--- src/rtl/project_pwm_peripheral_deadband.sv ---
// Dead-band generator: delays each rising and falling edge of a raw PWM input by a
// programmable number of cycles and removes pulses or gaps shorter than that delay.
module project_pwm_peripheral_deadband (
    input  logic       i_clk,
    input  logic       i_reset,
    input  logic       i_pwm,
    input  logic [3:0] i_red,
    input  logic [3:0] i_fed,
    output logic       o_pwm
);

    typedef enum logic [1:0] {
        StLow,
        StRed,
        StHigh,
        StFed
    } state_e;

    state_e     state_q, state_d;
    logic [3:0] cnt_q, cnt_d;
    logic       pwm_q, pwm_d;

    always_comb begin
        state_d = state_q;
        cnt_d   = cnt_q;
        unique case (state_q)
            StLow: begin
                if (i_pwm) begin
                    if (i_red == 4'd0) begin
                        state_d = StHigh;
                    end else begin
                        state_d = StRed;
                        cnt_d   = i_red;
                    end
                end
            end
            StRed: begin
                // Input dropping before the count expires swallows the whole pulse.
                if (!i_pwm) begin
                    state_d = StLow;
                end else if (cnt_q == 4'd1) begin
                    state_d = StHigh;
                end else begin
                    cnt_d = cnt_q - 4'd1;
                end
            end
            StHigh: begin
                if (!i_pwm) begin
                    if (i_fed == 4'd0) begin
                        state_d = StLow;
                    end else begin
                        state_d = StFed;
                        cnt_d   = i_fed;
                    end
                end
            end
            StFed: begin
                if (i_pwm) begin
                    state_d = StHigh;
                end else if (cnt_q == 4'd1) begin
                    state_d = StLow;
                end else begin
                    cnt_d = cnt_q - 4'd1;
                end
            end
            default: begin
                state_d = StLow;
                cnt_d   = 4'd0;
            end
        endcase
    end

    // Output register tracks the next state so o_pwm changes on the same edge as the FSM.
    always_comb begin
        pwm_d = (state_d == StHigh) || (state_d == StFed);
    end

    always_ff @(posedge i_clk) begin
        if (i_reset) begin
            state_q <= StLow;
            cnt_q   <= 4'd0;
            pwm_q   <= 1'b0;
        end else begin
            state_q <= state_d;
            cnt_q   <= cnt_d;
            pwm_q   <= pwm_d;
        end
    end

    assign o_pwm = pwm_q;

endmodule

--- config.mk ---
export PLATFORM = sky130hd
export DESIGN_NAME = project_pwm_peripheral_deadband
export DESIGN_NICKNAME = d
export VERILOG_FILES = /design/src/rtl/project_pwm_peripheral_deadband.sv
export SDC_FILE = /design/constraint.sdc
export NUM_CORES = 1
export LEC_CHECK = 0
export ABC_AREA = 1
export CORE_UTILIZATION = 35
export CTS_CLUSTER_DIAMETER = 150
export DETAILED_ROUTE_END_ITERATION = 10
export GPL_ROUTABILITY_DRIVEN = 0
export SYNTH_ARGS = -nofsm -noshare
export SYNTH_HDL_FRONTEND = slang
export SYNTH_SLANG_ARGS = --single-unit
--- constraint.sdc ---
create_clock -name i_clk -period 1.5 [get_ports i_clk]
set_input_delay 0.3 -clock i_clk [delete_from_list [all_inputs] [get_ports i_clk]]
set_output_delay 0.3 -clock i_clk [all_outputs]
set_load 0.02 [all_outputs]
==> flow_results.org <==
** Hold path
- Worst hold-check path type :: reg2reg

** STA
- Final Hold Viols :: 0
- Setup violations remaining at the end of the flow were counted as 0.
- Final worst path period share :: 0.856
- Worst slew slack as a fraction of its limit :: 0.799
- The count of final max-slew check failures is 0.
- Final Hold Slack :: 0.574 ns
- After layout, the minimum clock period comes to 1.28 ns.
- In the final timing run, aggregate negative setup slack is 0 ns.
- Timing would allow up to 0.779 GHz.
- RSZ-0062 raised after global routing :: false
- At the pin with the least slew margin, the transition time is 0.301 ns.
- Across the routed clock network, the largest skew measured is 0.000752 ns.

** Synth
- Mapped cell area :: 463 µm²
- The synthesized design contains 6 register bits.
- During synthesis, Yosys emitted a total of 0 warnings.
- Predominant post-synthesis flop cell :: sky130_fd_sc_hd__dfxtp_1
- Post-synthesis cell count :: 78
- The synthesized netlist contains 18 unique library cells.
- The average instance in the mapped netlist occupies 5.94 µm².
- Portion of synthesized cell area occupied by the leading cell type :: 0.259
- The largest total area in the synthesized netlist belongs to sky130_fd_sc_hd__dfxtp_1.
- Total nets after synthesis :: 91
- The share of the Yosys chip area taken by registers is 0.259.
- Number of synthesized flops with an enable pin :: 0
- After synthesis, the cell types taking the most area are sky130_fd_sc_hd__dfxtp_1 26%, sky130_fd_sc_hd__nand2_1 20%, sky130_fd_sc_hd__nor2_1 15%, sky130_fd_sc_hd__inv_1 5.7%, sky130_fd_sc_hd__ha_1 5.4%.
- Post-synth ARST share :: 0

** Layout
- In the final layout, the share of cells above drive strength 1 is 0.109.
- The top cell types in the final layout, fill and taps aside, are 25 x sky130_fd_sc_hd__nand2_1, 18 x sky130_fd_sc_hd__nor2_1, 10 x sky130_fd_sc_hd__clkdlybuf4s50_1.
- Synthesis-to-layout area growth :: 32.2%
- Count of antenna diodes in the layout :: 0
- Leaving out fill and tap cells, the most frequent cell in the layout is sky130_fd_sc_hd__nand2_1.
- At the end of the flow, the number of nets in the layout was 107.

** Drt
- In the routed design, unresolved DRC markers number 0.
- Routed length per placed instance :: 9.73 µm
- The detail route stage leaves a number of antenna-violating nets equal to 0.
- Using the TritonRoute via totals, the vias-per-cell ratio works out to 4.63.
- Final wirelength :: 1.03 mm
- Summing over every cut layer, the via total after detailed routing is 491.
- The first detailed-routing pass ran for 4 iterations.
- For this block, the initial DRC count from the detailed router was 7.

** Setup path
- CP cell instances :: dlygate4sd2_1
- The largest individual stage delay along the critical path comes from the cell sky130_fd_sc_hd__dfxtp_1.
- The critical path in this run is classified as reg2out.
- Kind of cell with the highest combined delay on the critical path :: flip-flops
- Crit-path max FO :: 5
- Buffers and inverters on the worst path :: 1
- Critical Path Start Type :: register
- Kind of capture point of the worst setup path :: output pin
- Data arrival time at the worst-slack endpoint :: 0.98 ns
- Crit path required time :: 1.20 ns
- Stage delay of the slowest cell on the critical path :: 0.39 ns

** Power
- Sequential share of power :: 0.393
- In this run the power density over the cells is 798 nW/µm².
- Of the total power, the share spent switching nets is 0.310.
- The internal portion of the total power is 0.337 mW.
- Clock network power share :: 0.292
- Summed over all cells, the static leakage comes to 0.296 nW.
- Summed over all nets, the switching power comes to 0.151 mW.
- Combinational fraction of design power :: 0.315
- Largest voltage drop on the vdd net :: 0.000504 V

** Floorplan
- Width of the die :: 38.4 µm
- The floorplan has 12 rows.
- IO Count :: 12
- Die Outline Area :: 1470 µm²
- The total area inside the core boundary comes to 1170 µm².
- DIE HEIGHT :: 38.4 µm
- The initial utilization of the core area, before any placement, comes to 0.395.

** Run status
- The flow ran to the end, and the final reports show no timing, DRC or antenna violations.

** Global routing
- Number of global-route vias before repair :: 434
- Remaining global-route overflow :: 0
- Entering global routing, the biggest net connects 10 pins.
- Number of antenna violations at the first check in global routing :: 0
- Total global routing track utilization :: 0.177
- First-pass GRT wire length :: 1.68 mm

** Clock network
- TritonCTS built the clock tree.
- Count of hold buffers inserted by post-cts repair :: 0
- Worst-path clk slew :: 0.04 ns
- Post-cts repair resize count :: 1
- Buffers added to address setup during post-CTS repair amount to 0.
- Clock Tree Buf Depth :: 2
- Number of buffers created by CTS :: 3
- Number of sinks on the clock net :: 6
- Library cell used as clock root buffer :: sky130_fd_sc_hd__clkbuf_4
- In this run the number of H-tree levels came out at 1.
- Clk_lat worst skew :: 0.24 ns

** Place
- Post-DP HPWL :: 832 µm
- Port bufs :: 11

** Run
- Max-cap viol count :: 0
==> Yosys cell counts, types with 2 or more instances <==
cell type	number
sky130_fd_sc_hd__ha_1	2
sky130_fd_sc_hd__o211ai_1	2
sky130_fd_sc_hd__inv_1	7
sky130_fd_sc_hd__nand2_1	25
sky130_fd_sc_hd__nor2_2	2
sky130_fd_sc_hd__nand3_1	5
sky130_fd_sc_hd__dfxtp_1	6
sky130_fd_sc_hd__nor2_1	18
sky130_fd_sc_hd__o21ai_0	2
==> routing by layer <==
metal  global-route usage  wire length, µm  vias to the layer above
met4                0.155               35                        0
li1                     -                -                      276
met5                    0                0                        -
met2                0.284              418                       10
met1                0.194              536                      201
met3               0.0349               40                        4
==> power by group through the flow <==
stage	clock (mW)	combinational, mW	sequential (mW)
after floorplan	0	0.102	0.192
final	0.143	0.154	0.192
after global placement	0	0.154	0.195
after CTS	0.153	0.155	0.192
after detailed placement	0	0.154	0.194
after global routing	0.161	0.178	0.193
==> cell type report <==
class	count	area, µm²
tap	14	17.5
sequential	6	120
fill	139	559
multi-input combinational	63	308
clock buffer	3	22.5
inverter	9	35.0
timing repair buffer	11	109
==> cells by family after synthesis <==
family / synth area share
compound gates: 0.0973
fa+ha+maj: 0.0540
buf+inv: 0.0757
flops: 0.259
simple gates: 0.513
==> per-stage QoR <==
step	power [mW]	setup slack (ns)	util	instances	area, µm²
after global routing	0.533	0.0820	0.522	106	612
after CTS	0.499	0.197	0.522	106	612
final	0.488	0.216	0.522	106	612
after global placement	0.348	0.0120	0.504	103	591
after detailed placement	0.348	-0.0155	0.504	103	591
after floorplan	0.294	0.285	-	78	463
==> path summary, 6_finish.rpt <==
kind	startpoint	end	slack, ns	depth (start not counted)
worst max-delay path	register	o_pwm	0.22	1
worst min register to register	cnt_q[3]	cnt_q[3]	0.57	4
worst min-delay path	cnt_q[3]	cnt_q[3]	0.57	4
worst max register to register	cnt_q[1]	cnt_q[3]	0.28	9
Note: power is estimated with default switching activity, not from simulation.
